<file path="src/rtl/sonar_scheduler.sv">
// sonar_scheduler: round-robin trigger/echo sequencer for three sonars.
// Measures echo width in cycles, with no-echo and over-range timeouts.
module sonar_scheduler #(
    parameter int TRIG_CYCLES    = 1000,
    parameter int TIMEOUT_CYCLES = 1000000,
    parameter int GUARD_CYCLES   = 200000
) (
    input  logic        clk,
    input  logic        reset,
    input  logic        enable,
    input  logic [2:0]  mask,
    input  logic        S1,
    input  logic        S2,
    input  logic        S3,
    output logic        T1,
    output logic        T2,
    output logic        T3,
    output logic [19:0] R1,
    output logic [19:0] R2,
    output logic [19:0] R3,
    output logic [2:0]  valid,
    output logic [2:0]  tmo,
    output logic        busy,
    output logic [1:0]  sel
);

    localparam logic [19:0] TRIG_LAST  = 20'(TRIG_CYCLES - 1);
    localparam logic [19:0] TMO_LAST   = 20'(TIMEOUT_CYCLES - 1);
    localparam logic [19:0] GUARD_LAST = 20'(GUARD_CYCLES - 1);
    localparam logic [19:0] NO_ECHO    = 20'hFFFFF;

    typedef enum logic [2:0] {
        IDLE,
        TRIG,
        WAIT_RISE,
        MEASURE,
        GUARD
    } state_t;

    state_t           state;
    state_t           state_n;
    logic [19:0]      cnt;
    logic [19:0]      cnt_n;
    logic [1:0]       sel_n;
    logic [2:0]       s_meta;
    logic [2:0]       s_sync;
    logic [2:0]       s_prev;
    logic [2:0]       trig;
    logic [2:0][19:0] res;
    logic             echo;
    logic             echo_prev;
    logic             wr;
    logic             wr_tmo;
    logic [19:0]      wr_val;

    // Next set mask bit strictly after cur, wrapping back to cur itself.
    function automatic logic [1:0] next_sel(input logic [2:0] m,
                                            input logic [1:0] cur);
        logic [1:0] pick;
        logic [1:0] idx;
        pick = cur;
        for (int k = 3; k >= 1; k--) begin
            idx = 2'((32'(cur) + 32'(k)) % 32'd3);
            if (m[idx]) pick = idx;
        end
        return pick;
    endfunction

    assign echo      = s_sync[sel];
    assign echo_prev = s_prev[sel];
    assign busy      = (state != IDLE);
    assign {T3, T2, T1} = trig;
    assign R1 = res[0];
    assign R2 = res[1];
    assign R3 = res[2];

    // Two-flop synchronizers plus one history stage for edge detection.
    always_ff @(posedge clk or negedge reset) begin
        if (!reset) begin
            s_meta <= '0;
            s_sync <= '0;
            s_prev <= '0;
        end else begin
            s_meta <= {S3, S2, S1};
            s_sync <= s_meta;
            s_prev <= s_sync;
        end
    end

    // State, shared phase counter and owned-sonar index.
    always_ff @(posedge clk or negedge reset) begin
        if (!reset) begin
            state <= IDLE;
            cnt   <= '0;
            sel   <= '0;
        end else begin
            state <= state_n;
            cnt   <= cnt_n;
            sel   <= sel_n;
        end
    end

    // Sequencing rules and result-write requests.
    always_comb begin
        state_n = state;
        cnt_n   = cnt;
        sel_n   = sel;
        wr      = 1'b0;
        wr_tmo  = 1'b0;
        wr_val  = cnt;
        unique case (state)
            IDLE: begin
                if (enable && |mask) begin
                    state_n = TRIG;
                    sel_n   = next_sel(mask, 2'd2);
                    cnt_n   = '0;
                end
            end
            TRIG: begin
                if (cnt == TRIG_LAST) begin
                    state_n = WAIT_RISE;
                    cnt_n   = '0;
                end else begin
                    cnt_n = cnt + 20'd1;
                end
            end
            WAIT_RISE: begin
                if (echo && !echo_prev) begin
                    state_n = MEASURE;
                    cnt_n   = 20'd1;
                end else if (cnt == TMO_LAST) begin
                    wr      = 1'b1;
                    wr_tmo  = 1'b1;
                    state_n = GUARD;
                    cnt_n   = '0;
                end else begin
                    cnt_n = cnt + 20'd1;
                end
            end
            MEASURE: begin
                if (!echo) begin
                    wr      = 1'b1;
                    state_n = GUARD;
                    cnt_n   = '0;
                end else if (cnt >= TMO_LAST) begin
                    wr      = 1'b1;
                    wr_tmo  = 1'b1;
                    state_n = GUARD;
                    cnt_n   = '0;
                end else begin
                    cnt_n = cnt + 20'd1;
                end
            end
            GUARD: begin
                if (cnt == GUARD_LAST) begin
                    cnt_n = '0;
                    if (enable && |mask) begin
                        state_n = TRIG;
                        sel_n   = next_sel(mask, sel);
                    end else begin
                        state_n = IDLE;
                        sel_n   = 2'd0;
                    end
                end else begin
                    cnt_n = cnt + 20'd1;
                end
            end
            default: begin
                state_n = IDLE;
                cnt_n   = '0;
                sel_n   = 2'd0;
            end
        endcase
    end

    // Registered triggers, results, timeout flags and valid strobes.
    always_ff @(posedge clk or negedge reset) begin
        if (!reset) begin
            trig  <= '0;
            res   <= '0;
            tmo   <= '0;
            valid <= '0;
        end else begin
            trig  <= (state_n == TRIG) ? (3'b001 << sel_n) : 3'b000;
            valid <= wr ? (3'b001 << sel) : 3'b000;
            if (wr) begin
                res[sel] <= wr_tmo ? NO_ECHO : wr_val;
                tmo[sel] <= wr_tmo;
            end
        end
    end

endmodule

</file>
<file path="config.mk">
export PLATFORM = sky130hd
export DESIGN_NAME = sonar_scheduler
export DESIGN_NICKNAME = d
export VERILOG_FILES = /design/src/rtl/sonar_scheduler.sv
export SDC_FILE = /design/constraint.sdc
export NUM_CORES = 1
export LEC_CHECK = 0
export CORE_UTILIZATION = 45
export CTS_CLUSTER_DIAMETER = 50
export DETAILED_ROUTE_END_ITERATION = 8
export GPL_TIMING_DRIVEN = 1
export HOLD_SLACK_MARGIN = 0.02
export PLACE_DENSITY_LB_ADDON = 0.3
export SLEW_MARGIN = 20
export SYNTH_ARGS = -nofsm -noshare
export SYNTH_HDL_FRONTEND = slang
export SYNTH_SLANG_ARGS = --single-unit
</file>
<file path="constraint.sdc">
create_clock -name clk -period 3.7 [get_ports clk]
set_input_delay 1.11 -clock clk [delete_from_list [all_inputs] [get_ports clk]]
set_output_delay 1.11 -clock clk [all_outputs]
set_load 0.05 [all_outputs]
</file>
==> impl_metrics.py <==
metrics = {
    "place": {
        "globalplace.congestion": 0.838,
        "hpwl_mm": 7.40,
        "place_inst": 597,
        "port_buffers": 80,
    },
    "global_routing": {
        "antenna_found_initial": 0,
        "grt_pass1_wl_mm": 17.9,
        "grt_remaining_overflow": 0,
        "grt_usage": 0.225,
        "grt_pass1_vias": 3509,
        "grt_max_degree": 54,
    },
    "timing": {
        "worstMarginPinSlew_ns": 0.814,
        "slew_viol_final": 0,
        "fin_hold_ws_ns": 0.347,
        "period_share": 0.847,
        "setup_tns_ns": 0,
        "fmax_ghz": 0.319,
        "finalHoldViolCount": 0,
        "post-route-min-period_ns": 3.13,
        "setup-violations-final": 0,
        "slew_headroom": 0.457,
        "skew_ns": 0.0168,
        "rsz0062_at_grt": "no",
    },
    "clock_tree": {
        "clock_latency_ns": 0.38,
        "numCtsBuffers": 9,
        "cts_hold_buf": 0,
        "clk_pin_slew_ns": 0.11,
        "cts-root-buf": "clkbuf_8",
        "clock_path_buffers": 2,
        "cts_tree": "done",
        "postCtsSetupBuffers": 0,
        "post_cts_resized": 0,
        "clock-sinks": 103,
        "cts.htree.levels": 3,
    },
    "hold_path": {
        "worstHoldStart": "s_meta[1]$_DFF_PN0_",
        "min-delay-path-class": "flip-flop to flip-flop",
        "hold_end": "s_sync[1]$_DFF_PN0_",
        "whs_path_depth": 0,
    },
    "setup_path": {
        "critical_path_buf_inv_count": 1,
        "slowest_stage": "clkdlybuf4s50_1",
        "reg2reg_depth": 7,
        "critPathKind": "flip-flop to primary output",
        "cp.required_ns": 2.59,
        "rr_startpoint": "cnt[0]$_DFFE_PN0P_",
        "worstPathArrival_ns": 2.02,
        "cpPeakStageDelay_ns": 0.72,
        "cp_max_fo": 9,
        "end_kind": "primary output",
        "reg2reg_setup_slack_ns": 0.74,
        "path_delay_family": "buffers and inverters",
        "cp_cell_sequence": "or3_1 -> clkdlybuf4s50_1",
        "rr_endpoint": "R3[19]$_DFFE_PN0P_",
        "start_kind": "flip-flop",
    },
    "die": {
        "die_area_mm2": 0.0106,
        "dieHeight_um": 103,
        "coreArea_mm2": 0.00982,
        "die_x_um": 103,
        "rows": 36,
        "ios": 81,
        "start_util": 0.468,
    },
    "logic_synthesis": {
        "synth_area_mm2": 0.00459,
        "ys_seq_elements": 103,
        "ys_types": 50,
        "syn_area_per_cell_um2": 11.1,
        "synth_commonest_cells": "dfrtp_1, o22a_1, nand2_1",
        "ys_seq_area_frac": 0.561,
        "yosys-top-cells-area": "dfrtp_1, o22a_1, mux2_2",
        "synth_edf_count": 0,
        "async_reset_ff_frac": 1.00,
        "ys.flop_type": "dfrtp_1",
        "ys_warn_count": 0,
        "syn_nets": 427,
        "yosysMostFrequentCell": "dfrtp_1",
        "syn-instance-count": 413,
        "yosysTopAreaCellShare": 0.561,
        "synth_top_cell_by_area": "dfrtp_1",
    },
    "route": {
        "highest_layer": "met4",
        "wl_met1_mm": 4.93,
        "drc_errors": 0,
        "viasPerCell": 5.77,
        "wl_per_cell_um": 18.0,
        "route.met3.wl_um": 776,
        "ant_nets": 0,
        "routed-via-count": 3534,
        "drtIter0Drc": 201,
        "dr_wl_met2_mm": 5.20,
        "routed_wl_mm": 11.0,
        "first_pass_iters": 4,
    },
    "power": {
        "ir_drop_mv": 0.244,
        "p_per_area_mw_per_mm2": 351,
        "leakage_uw": 0.00243,
    },
    "finish": {
        "finalNonFillerCells": 613,
        "area_growth_pct": 23.5,
        "nFillCells": 874,
        "antennaDiodeCount": 0,
        "drive_gt1_frac": 0.0979,
        "nNetsFinal": 489,
    },
    "flow_run": {
        "cap_violations": 0,
    },
    "status": {
        "status": "completed",
    },
}
==> cells in the final DEF, fill, tap and decap left out, types with 7 or more instances in the layout <==
master / instances
clkdlybuf4s50_1: 79
nand3_1: 8
dfrtp_1: 103
nand2_1: 35
nor3_1: 12
nand4_1: 7
clkbuf_8: 9
mux2_2: 14
buf_4: 7
a21oi_1: 10
nor2_1: 19
o21ai_0: 26
o22a_1: 48
==> registers in the layout, indices dropped and copies added, names as in the netlist <==
| register | flops |
|---|---|
| sel | 2 |
| cnt | 20 |
| R3 | 20 |
| s_prev | 3 |
| R2 | 20 |
| valid | 3 |
| s_sync | 3 |
| trig | 3 |
| tmo | 3 |
| R1 | 20 |
| s_meta | 3 |
| state | 3 |
==> worst max path at each step <==
stage	start	to	slack, ns	depth (start not counted)
2_1_floorplan	sel[0]$_DFF_PN0_	R3[17]$_DFFE_PN0P_	0.89	9
5_1_grt	cnt[0]$_DFFE_PN0P_	R3[11]$_DFFE_PN0P_	0.39	8
3_3_place_gp	enable	trig[2]$_DFF_PN0_	0.64	6
6_report	state[2]$_DFF_PN0_	busy	0.57	2
3_5_place_dp	enable	trig[2]$_DFF_PN0_	0.51	6
4_1_cts	state[2]$_DFF_PN0_	busy	0.55	2
==> logic make-up (layout without fill, tap and decap cells) <==
| logic type | after synthesis | after routing | share of synthesized area |
|---|---|---|---|
| buffers and inverters | 42 | 109 | 0.0403 |
| muxes | 20 | 20 | 0.0474 |
| and+or+nand+nor | 121 | 121 | 0.142 |
| DFF | 103 | 103 | 0.561 |
| adders and majority gates | 5 | 5 | 0.0136 |
| AOI/OAI and AO/OA | 122 | 122 | 0.195 |
==> layout make-up <==
type,instances,area (µm²),area share
well taps,133,166,0.0293
flip-flops and latches,103,2580,0.454
multi-input cells,268,1830,0.323
inverters,6,22.5,0.00397
clock buffers,9,124,0.0218
repair buffers,87,863,0.152
clock inverters,7,88.8,0.0157
==> metrics by stage <==
stage	cell area, µm²	total power [µW]	worst slack, ns	util
6_report	5670	1990	0.565	0.578
5_1_grt	5670	2070	0.392	0.578
4_1_cts	5670	2010	0.550	0.578
3_5_place_dp	5460	1270	0.508	0.556
3_3_place_gp	5460	1260	0.642	0.556
2_1_floorplan	4590	1220	0.885	-
==> power by group <==
part           leakage [µW]  switching [µW]  internal (µW)  total (µW)
registers           0.00136            10.1           1130        1140
clock network      0.000109             422            328         751
logic              0.000959            62.2           35.5        97.7
==> metal layers <==
| layer | vias up | global-route usage |
|---|---|---|
| li1 | 1644 | - |
| met1 | 1763 | 0.309 |
| met2 | 112 | 0.350 |
| met3 | 15 | 0.0576 |
| met4 | 0 | 0.0726 |
| met5 | - | 0 |
(Power assumes the default switching activity.)
